[src/rtl/cam_req_arbiter_if.sv]
// cam_req_arbiter_if: requester-side bus of the two-client CAM arbiter
interface cam_req_arbiter_if #(
  parameter int key_width_p = 16,
  parameter int val_width_p = 16
);
  logic [1:0]               req;
  logic [1:0]               rw_n;
  logic [2*key_width_p-1:0] key;
  logic [2*val_width_p-1:0] val;
  logic [1:0]               gnt;
  logic [1:0]               resp_valid;
  logic [1:0]               resp_ready;
  logic [1:0]               resp_hit;
  logic [2*val_width_p-1:0] resp_val;
  modport master (
    output req, rw_n, key, val, resp_ready,
    input  gnt, resp_valid, resp_hit, resp_val
  );
  modport slave (
    input  req, rw_n, key, val, resp_ready,
    output gnt, resp_valid, resp_hit, resp_val
  );
endinterface

[src/rtl/cam_req_arbiter.sv]
// cam_req_arbiter: round-robin sharing of one CAM port between two requesters
module cam_req_arbiter #(
  parameter int key_width_p = 16,
  parameter int val_width_p = 16
) (
  input  logic                   clk,
  input  logic                   rst,
  cam_req_arbiter_if.slave       bus,
  output logic                   cam_valid_o,
  output logic                   cam_rw_n_o,
  output logic [key_width_p-1:0] cam_key_o,
  output logic [val_width_p-1:0] cam_val_o,
  input  logic                   cam_hit_i,
  input  logic [val_width_p-1:0] cam_val_i
);
  localparam int kw = key_width_p;
  localparam int vw = val_width_p;
  logic [1:0] pend_q, pend_d, rv_q, rv_d, hit_q, hit_d;
  logic [1:0] elig, gnt, cap, drn;
  logic [2*vw-1:0] val_q, val_d;
  logic prio_q, prio_d, iss_v_q, iss_owner_q, iss_rd_q, g, rd_hit;
  // reset masks eligibility so nothing reaches the CAM while rst is high
  assign elig = bus.req & ~pend_q & {2{~rst}};
  assign gnt = &elig ? (prio_q ? 2'b10 : 2'b01) : elig;
  assign g = gnt[1];
  assign bus.gnt = gnt;
  assign cam_valid_o = |gnt;
  assign cam_rw_n_o = cam_valid_o & bus.rw_n[g];
  assign cam_key_o = !cam_valid_o ? '0 : g ? bus.key[2*kw-1:kw] : bus.key[kw-1:0];
  assign cam_val_o = !cam_valid_o ? '0 : g ? bus.val[2*vw-1:vw] : bus.val[vw-1:0];
  assign cap = iss_v_q ? (iss_owner_q ? 2'b10 : 2'b01) : 2'b00;
  assign drn = rv_q & bus.resp_ready;
  assign rd_hit = iss_rd_q & cam_hit_i;
  assign pend_d = (pend_q | gnt) & ~drn;
  assign prio_d = cam_valid_o ? ~g : prio_q;
  always_comb begin
    rv_d = (rv_q & ~drn) | cap;
    hit_d = (hit_q & ~drn & ~cap) | (cap & {2{rd_hit}});
    val_d = val_q;
    for (int r = 0; r < 2; r++)
      val_d[r*vw +: vw] = cap[r] ? (rd_hit ? cam_val_i : '0) : drn[r] ? '0 : val_q[r*vw +: vw];
  end
  always_ff @(posedge clk or posedge rst)
    if (rst) begin
      pend_q      <= '0;
      prio_q      <= 1'b0;
      iss_v_q     <= 1'b0;
      iss_owner_q <= 1'b0;
      iss_rd_q    <= 1'b0;
      rv_q        <= '0;
      hit_q       <= '0;
      val_q       <= '0;
    end else begin
      pend_q      <= pend_d;
      prio_q      <= prio_d;
      iss_v_q     <= cam_valid_o;
      iss_owner_q <= g;
      iss_rd_q    <= cam_rw_n_o;
      rv_q        <= rv_d;
      hit_q       <= hit_d;
      val_q       <= val_d;
    end
  assign bus.resp_valid = rv_q;
  assign bus.resp_hit = hit_q;
  assign bus.resp_val = val_q;
endmodule

[src/flat_wrapper.sv]
// flat-port wrapper written by rule: the top's interface ports become plain ports
module cam_req_arbiter_flat 
#(
  parameter int key_width_p = 16,
  parameter int val_width_p = 16
)
  (clk, rst, cam_valid_o, cam_rw_n_o, cam_key_o, cam_val_o, cam_hit_i, cam_val_i, bus_req, bus_rw_n, bus_key, bus_val, bus_resp_ready, bus_gnt, bus_resp_valid, bus_resp_hit, bus_resp_val);
  cam_req_arbiter_if #(.key_width_p(key_width_p), .val_width_p(val_width_p)) bus_i ();
  input  logic clk;
  input  logic rst;
  output logic cam_valid_o;
  output logic cam_rw_n_o;
  output logic [key_width_p-1:0] cam_key_o;
  output logic [val_width_p-1:0] cam_val_o;
  input  logic cam_hit_i;
  input  logic [val_width_p-1:0] cam_val_i;
  input wire logic [$bits(bus_i.req)-1:0] bus_req;
  input wire logic [$bits(bus_i.rw_n)-1:0] bus_rw_n;
  input wire logic [$bits(bus_i.key)-1:0] bus_key;
  input wire logic [$bits(bus_i.val)-1:0] bus_val;
  input wire logic [$bits(bus_i.resp_ready)-1:0] bus_resp_ready;
  output wire logic [$bits(bus_i.gnt)-1:0] bus_gnt;
  output wire logic [$bits(bus_i.resp_valid)-1:0] bus_resp_valid;
  output wire logic [$bits(bus_i.resp_hit)-1:0] bus_resp_hit;
  output wire logic [$bits(bus_i.resp_val)-1:0] bus_resp_val;
  assign bus_i.req = bus_req;
  assign bus_i.rw_n = bus_rw_n;
  assign bus_i.key = bus_key;
  assign bus_i.val = bus_val;
  assign bus_i.resp_ready = bus_resp_ready;
  assign bus_gnt = bus_i.gnt;
  assign bus_resp_valid = bus_i.resp_valid;
  assign bus_resp_hit = bus_i.resp_hit;
  assign bus_resp_val = bus_i.resp_val;
  cam_req_arbiter #(.key_width_p(key_width_p), .val_width_p(val_width_p)) u_core (.clk(clk), .rst(rst), .bus(bus_i), .cam_valid_o(cam_valid_o), .cam_rw_n_o(cam_rw_n_o), .cam_key_o(cam_key_o), .cam_val_o(cam_val_o), .cam_hit_i(cam_hit_i), .cam_val_i(cam_val_i));
endmodule
[config.mk]
export PLATFORM = sky130hd
export DESIGN_NAME = cam_req_arbiter_flat
export DESIGN_NICKNAME = d
export VERILOG_FILES = /design/src/rtl/cam_req_arbiter_if.sv /design/src/rtl/cam_req_arbiter.sv /design/src/flat_wrapper.sv
export SDC_FILE = /design/constraint.sdc
export NUM_CORES = 1
export LEC_CHECK = 0
export ABC_AREA = 0
export CAP_MARGIN = 0
export CELL_PAD_IN_SITES_DETAIL_PLACEMENT = 0
export CELL_PAD_IN_SITES_GLOBAL_PLACEMENT = 1
export CORE_ASPECT_RATIO = 1.5
export CORE_MARGIN = 2
export CORE_UTILIZATION = 25
export DETAILED_ROUTE_END_ITERATION = 16
export PLACE_DENSITY_LB_ADDON = 0.08
export SYNTH_ARGS = -nofsm -noshare
export SYNTH_HDL_FRONTEND = slang
export SYNTH_SLANG_ARGS = --single-unit
[constraint.sdc]
create_clock -name clk -period 1.98 [get_ports clk]
set_clock_uncertainty 0.05 [all_clocks]
set_input_delay 0.396 -clock clk [delete_from_list [all_inputs] [get_ports clk]]
set_output_delay 0.396 -clock clk [all_outputs]
set_load 0.005 [all_outputs]
==> reports/metrics.csv, run 1 <==
stage,metric,value,unit
run_status,status,"complete, but fails checks",
run_status,violations,negative setup slack,
layout,final_cells,488,
detailed_routing,wl_per_cell,15.5,µm
layout,seq_area,0.00105,mm²
grt,gr-usage-all-layers,15.8,%
yosys,synth_async_sr_flop_share,100,%
floorplanning,die_x,81.1,µm
layout,final_nets,466,
detailed_routing,antenna_left,0,
floorplanning,die_height,120,µm
yosys,synth_edf_count,0,
clock_network,clock_latency,0.28,ns
floorplanning,core_area,0.00878,mm²
layout,num_antenna_cells,0,
yosys,synthCells,181,
yosys,ys_warn_count,0,
run,drv_cap,0,
yosys,synthFlopType,dfrtp_1,
yosys,synth-seq-cells,42,
yosys,synth.distinct_cells,22,
place,dpl.hpwl,5600,µm
yosys,syn_area_per_cell,12.3,µm²
timing,drv_slew,0,
clock_network,ctsHoldBuffers,0,
detailed_routing,firstDrtPassIters,4,
grt,antenna_found_initial,0,
floorplanning,start_util,25.4,%
clock_network,clk_path_buf_depth,2,
clock_network,cts_buffers,5,
floorplanning,fp-row-count,42,
timing,fmax,0.455,GHz
detailed_routing,drt_iter0_drc,95,
timing,rsz0062_at_grt,yes,
detailed_routing,num_vias,2250,
power_and_ir_drop,p_per_area,710,mW/mm²
worst_setup_path,startpoint_type,flop,
worst_setup_path,cp.arrival,1.75,ns
detailed_routing,wirelength,7590,µm
clock_network,clkSinkCount,42,
clock_network,clk_pin_slew,0.06,ns
grt,grt_start_max_net_pins,43,
layout,drive_above_1_share,34.1,%
worst_setup_path,setup.worst_path.end_class,output pin,
yosys,syn-cell-area,0.00223,mm²
place,gp_congestion,0.750,
timing,timing.slew.headroom,44.4,%
layout,multi_input_area,0.00112,mm²
timing,hold_viol_final,0,
power_and_ir_drop,vdd_ir_drop_max,0.593,mV
worst_setup_path,crit_chain,or3b_4 > nor2_8 > buf_6 > buf_6 > a2bb2oi_2 > buf_2,
place,pre_cts_ws,-0.867,ns
worst_setup_path,required,1.53,ns
place,dp_cells,464,
timing,worstMarginPinSlew,0.829,ns
worst_setup_path,worst-path-stages,6,
min_path,hp-class,in -> async,
worst_setup_path,cpMostUsedCell,buf_6,
timing,fin_crit,2.20,ns
layout,syn2layout_area_growth,102,%
layout,fillers,813,
clock_network,ctsHtreeMaxLevel,2,
floorplanning,die_area,0.00971,mm²
yosys,syn-num-nets,270,
worst_setup_path,critPathMaxStageDelay,0.42,ns
floorplanning,pin_count,161,
grt,grt_pass1_wl,12000,µm
worst_setup_path,critPathBufInv,3,
worst_setup_path,path_delay_family,simple AND/OR/NAND/NOR gates,
timing,timing.final.ws_setup,-0.216,ns
worst_setup_path,cpMaxStageDelayCell,or3b_4,
grt,grt_pass1_vias,2457,
power_and_ir_drop,power_leakage,1.96,nW
worst_setup_path,rr_worst_depth,7,
detailed_routing,drc_errors,0,
timing,timing.final.crit_share,111,%
clock_network,cts_root_buf,clkbuf_16,
timing,final-setup-viol-count,35,
worst_setup_path,worstSetupPathType,reg -> out,
worst_setup_path,crit_fanout,6,
yosys,ys_seq_area_share,47.1,%
detailed_routing,drt-vias-per-instance,4.61,
place,io_buffers,160,
clock_network,cts_tree,built,
grt,grt_overflow,0,
==> path summary, 6_finish.rpt <==
| path | from | endpoint | slack [ns] |
|---|---|---|---|
| max | u_core.pend_q[1] | cam_key_o[2] | -0.22 |
| max reg2reg | u_core.pend_q[0] | u_core.iss_rd_q | 0.27 |
| min | rst | u_core.bus.resp_val[22] | 0.37 |
| min reg2reg | u_core.bus.resp_hit[0] | u_core.bus.resp_hit[0] | 0.44 |
| max in group asynchronous | rst | u_core.bus.resp_val[26] | 1.31 |
| min in group clk | u_core.bus.resp_hit[0] | u_core.bus.resp_hit[0] | 0.44 |
==> power by group <==
| group | switching [W] | total, W | internal (W) |
|---|---|---|---|
| Combinational | 0.000472 | 0.00125 | 0.000780 |
| Clock | 0.000319 | 0.000914 | 0.000595 |
| Sequential | 0.0000796 | 0.00103 | 0.000947 |
==> cell usage after synthesis (2+ instances only) <==
master	number	area share, %
dfrtp_1	42	47
a2bb2oi_2	30	20
a22o_1	32	13
buf_6	7	3.5
a21o_1	3	1.0
buf_2	4	0.90
inv_1	3	0.50
nor3b_2	2	1.1
nand2_1	37	6.2
o21ai_0	2	0.45
a2bb2oi_1	5	2.0
clkbuf_1	3	0.50
nor2_1	2	0.34
==> cell type report <==
cell class,count,share of cell area (%)
clock buffers,6,2.87
clock inverters,2,0.835
inverters,4,0.390
multi-input cells,122,24.8
flip-flops and latches,42,23.4
well taps,110,3.06
repair buffers,202,44.6
==> logic make-up (layout without fill, tap and decap cells) <==
family	count (synthesis)	in the layout	share of synthesized area (%)
buffers and inverters	18	214	5.61
AO/OA/AOI/OAI	75	76	37.2
flip-flops	42	42	47.1
AND/OR/NAND/NOR	46	46	10.0
==> worst min-delay path, cell delays in order <==
cell             delay (ns)
clkdlybuf4s15_1        0.21
buf_4                  0.16
clkinv_1               0.07
buf_12                 0.23
==> cell usage in the layout, fill, tap and decap left out, types with 5 or more instances in the layout <==
cell type        instances
buf_4                   18
clkdlybuf4s50_1        121
buf_2                   33
buf_12                   9
a22o_1                  32
dfrtp_1                 42
nand2_1                 36
buf_6                   11
clkbuf_16                5
a2bb2oi_2               33
buf_16                   5
==> per-stage QoR <==
stage	total power [W]	instance area (µm²)	util (%)	TNS, ns	hold WS [ns]
2_1_floorplan	0.00149	2230	-	0	0.424
3_3_place_gp	0.00218	4170	47.5	-29.37	0.421
3_5_place_dp	0.00218	4170	47.5	-29.90	0.422
4_1_cts	0.00325	4500	51.3	-7.04	0.386
5_1_grt	0.00336	4500	51.2	-8.61	0.420
6_report	0.00319	4500	51.2	-6.42	0.368
==> registers in the layout (all words and copies together), names as in the netlist <==
register / count
u_core.bus.resp_val: 32
u_core.iss_owner_q: 1
u_core.bus.resp_hit: 2
u_core.bus.resp_valid: 2
u_core.iss_v_q: 1
u_core.prio_q: 1
u_core.iss_rd_q: 1
u_core.pend_q: 2
==> metal layers <==
layer / track usage (%) / vias to the layer above / routed length, µm
met3: 3.31 / 8 / 528
met5: 0 / - / 0
met1: 17.7 / 1062 / 2900
met2: 29.1 / 105 / 4030
met4: 4.87 / 0 / 124
li1: - / 1075 / -
==> timing repair <==
item                                    in CTS  in global routing
gates resized for setup                    173                  3
pin swaps                                    3                  3
endpoints found under the setup margin      36                 36
setup buffers                                8                  2
cloned                                       7                  0
Note: power is estimated with default switching activity, not from simulation.
==> run 2, diff against run 1 <==
--- a/config.mk
+++ b/config.mk
@@ -8,3 +8,2 @@
 export ABC_AREA = 0
-export CAP_MARGIN = 0
 export CELL_PAD_IN_SITES_DETAIL_PLACEMENT = 0
--- a/constraint.sdc
+++ b/constraint.sdc
@@ -4,2 +4,2 @@
 set_output_delay 0.396 -clock clk [all_outputs]
-set_load 0.005 [all_outputs]
+set_load 0.01 [all_outputs]
==> run 2 against run 1 <==
Against the previous run:
- the run still ends with negative setup slack left
- combinational power up 6%
- count of clock-buffer cells in the layout grew 1
- wire length rose by 3.2%
- flip-flop and latch count is the same
- sequential power hardly changed
- register-to-register slack better by 0.08 ns
==> reports/metrics.csv, run 2 (synthesis results as in run 1) <==
stage,metric,value,unit,change
place,dpl.hpwl,5480,µm,-2.1%
worst_setup_path,startpoint_type,flop,,
detailed_routing,num_vias,2281,,+1.4%
power_and_ir_drop,pwr-share-comb,40.8,%,+1.6 points
grt,grt_overflow,0,,unchanged
layout,fillers,778,,-4.3%
clock_network,ctsHoldBuffers,0,,unchanged
timing,timing.final.crit_share,113,%,+2.3 points
timing,fmax,0.446,GHz,-2.0%
grt,grt_start_max_net_pins,43,,unchanged
clock_network,cts_buffers,5,,unchanged
power_and_ir_drop,power.total,0.00325,W,+1.9%
detailed_routing,firstDrtPassIters,4,,unchanged
timing,fin_crit,2.24,ns,+0.0459 ns
grt,grt_pass1_wl,12500,µm,+3.6%
detailed_routing,wl_per_cell,15.9,µm,+2.1%
layout,final_nets,471,,+1.1%
timing,timing.slew.headroom,45.3,%,+0.95 points
timing,final-setup-viol-count,35,,unchanged
power_and_ir_drop,pwr-share-seq,31.3,%,-0.9 points
power_and_ir_drop,p_int,0.00234,W,+0.70%
grt,grt_pass1_vias,2519,,+2.5%
floorplanning,die_x,81.1,µm,unchanged
power_and_ir_drop,switching_share,28.2,%,+0.89 points
power_and_ir_drop,p_per_area,719,mW/mm²,+1.2%
worst_setup_path,rr_worst_depth,6,,-1
place,gp_congestion,0.751,,about the same
run_status,status,"complete, but fails checks",,
clock_network,cts_root_buf,clkbuf_16,,
floorplanning,die_height,120,µm,unchanged
layout,syn2layout_area_growth,103,%,
worst_setup_path,setup.worst_path.end_class,output pin,,
detailed_routing,drt_iter0_drc,98,,+3.2%
floorplanning,die_area,0.00971,mm²,unchanged
clock_network,clock_latency,0.28,ns,about the same
clock_network,clk_path_buf_depth,2,,unchanged
min_path,hp-class,in -> async,,
timing,worstMarginPinSlew,0.815,ns,-0.0142 ns
worst_setup_path,crit_fanout,6,,unchanged
worst_setup_path,worstSetupPathType,reg -> out,,
timing,drv_slew,0,,unchanged
power_and_ir_drop,p_switching,0.000916,W,+5.3%
clock_network,clkSinkCount,42,,unchanged
layout,final_common_cell,clkdlybuf4s50_1,,
layout,num_antenna_cells,0,,unchanged
run,drv_cap,0,,unchanged
detailed_routing,drc_errors,0,,unchanged
run_status,violations,negative setup slack,,
timing,timing.final.ws_setup,-0.262,ns,-0.0459 ns
clock_network,clk_pin_slew,0.06,ns,about the same
floorplanning,core_area,0.00878,mm²,unchanged
layout,drive_above_1_share,34.5,%,+0.34 points
timing,hold_viol_final,0,,unchanged
detailed_routing,drt-vias-per-instance,4.63,,+0.35%
place,io_buffers,160,,unchanged
layout,final_cell_mix,"clkdlybuf4s50_1, dfrtp_1, nand2_1, buf_2, a2bb2oi_2",,
floorplanning,pin_count,161,,unchanged
power_and_ir_drop,vdd_ir_drop_max,0.570,mV,-4.0%
worst_setup_path,rr_startpoint,u_core.pend_q[0],,
floorplanning,start_util,25.4,%,unchanged
clock_network,cts_tree,built,,
timing,fin_setup_tns,-7.92,ns,-1.50 ns
worst_setup_path,cp.arrival,1.80,ns,+0.05 ns
power_and_ir_drop,power_leakage,2.00,nW,+2.0%
timing,rsz0062_at_grt,yes,,
worst_setup_path,rr_endpoint,u_core.pend_q[0],,
detailed_routing,wirelength,7830,µm,+3.2%
worst_setup_path,rrSetupSlack,0.35,ns,+0.08 ns
grt,gr-usage-all-layers,16.7,%,+0.91 points
worst_setup_path,required,1.53,ns,about the same
detailed_routing,antenna_left,0,,unchanged
layout,largest_reg_flops,32,,unchanged
floorplanning,fp-row-count,42,,unchanged
clock_network,ctsHtreeMaxLevel,2,,unchanged
grt,antenna_found_initial,0,,unchanged
power_and_ir_drop,clock_power_share,27.9,%,-0.7 points
run 2: changes by cell type in the layout (fill, tap and decap cells not counted), sizes merged:
cell / change
a21o: -1
buf: +4
bufbuf: +1
clkbuf: +3
clkdlybuf4s15: -1
clkinv: +1
clkinvlp: -1
inv: -1
run 2: layout make-up:
class | instances | area [µm²] | share of cell area (%)
inverter | 4 | 20.0 | 0.442
clock inverter | 1 | 30.0 | 0.663
multi-input combinational | 121 | 1100 | 24.3
sequential | 42 | 1050 | 23.2
timing repair buffer | 208 | 2060 | 45.4
tap | 110 | 138 | 3.04
clock buffer | 7 | 133 | 2.93
run 2: through the flow:
| stage | util (%) | cells | hold slack [ns] | cell area [µm²] | setup WS [ns] |
|---|---|---|---|---|---|
| 3_3_place_gp | 47.0 | 461 | 0.422 | 4120 | -0.882 |
| 4_1_cts | 50.6 | 488 | 0.379 | 4440 | -0.301 |
| 3_5_place_dp | 47.0 | 461 | 0.430 | 4120 | -0.918 |
| 6_report | 51.6 | 493 | 0.365 | 4530 | -0.262 |
| 2_1_floorplan | - | 181 | 0.431 | 2230 | 0.158 |
| 5_1_grt | 51.6 | 493 | 0.407 | 4530 | -0.358 |
run 2: worst max-delay path by stage:
stage | from | endpoint | slack (ns) | cells past startpoint
final | u_core.pend_q[1] | cam_key_o[8] | -0.26 | 6
after global routing | u_core.pend_q[1] | cam_val_o[0] | -0.36 | 6
after CTS | u_core.pend_q[1] | cam_key_o[2] | -0.30 | 6
after detailed placement | bus_req[1] | cam_key_o[15] | -0.92 | 6
after global placement | bus_req[0] | cam_key_o[12] | -0.88 | 6
after floorplan | u_core.pend_q[0] | cam_key_o[0] | 0.16 | 5
run 2: power groups by stage:
stage / logic [W] / registers (W) / clock network [W]
2_1_floorplan: 0.000500 / 0.00105 / 0
3_3_place_gp: 0.00120 / 0.00103 / 0
3_5_place_dp: 0.00120 / 0.00102 / 0
4_1_cts: 0.00130 / 0.00102 / 0.000939
5_1_grt: 0.00143 / 0.00103 / 0.000977
6_report: 0.00133 / 0.00102 / 0.000909
run 2: metal layers:
metal  up-vias  track usage (%)  part of all wire [%]
met2       108             30.5                    55
met5         -                0                     0
met3         7             4.51                   7.9
li1       1082                -                     -
met1      1084             18.3                    36
met4         0             5.08                   1.0
run 2: critical path: stages (launching register included):
cell and delay (ns):
dfrtp_1 0.39, or3b_4 0.42, nor2_8 0.18, buf_12 0.14, buf_8 0.11, a2bb2oi_2 0.12, buf_2 0.14
run 2: what timing repair did:
action	in CTS	in global routing
cloned	4	2
resized for setup	172	6
endpoints found under the setup margin	36	35
pin swaps	5	1
endpoints found under the hold margin	0	0
buffers inserted	15	4
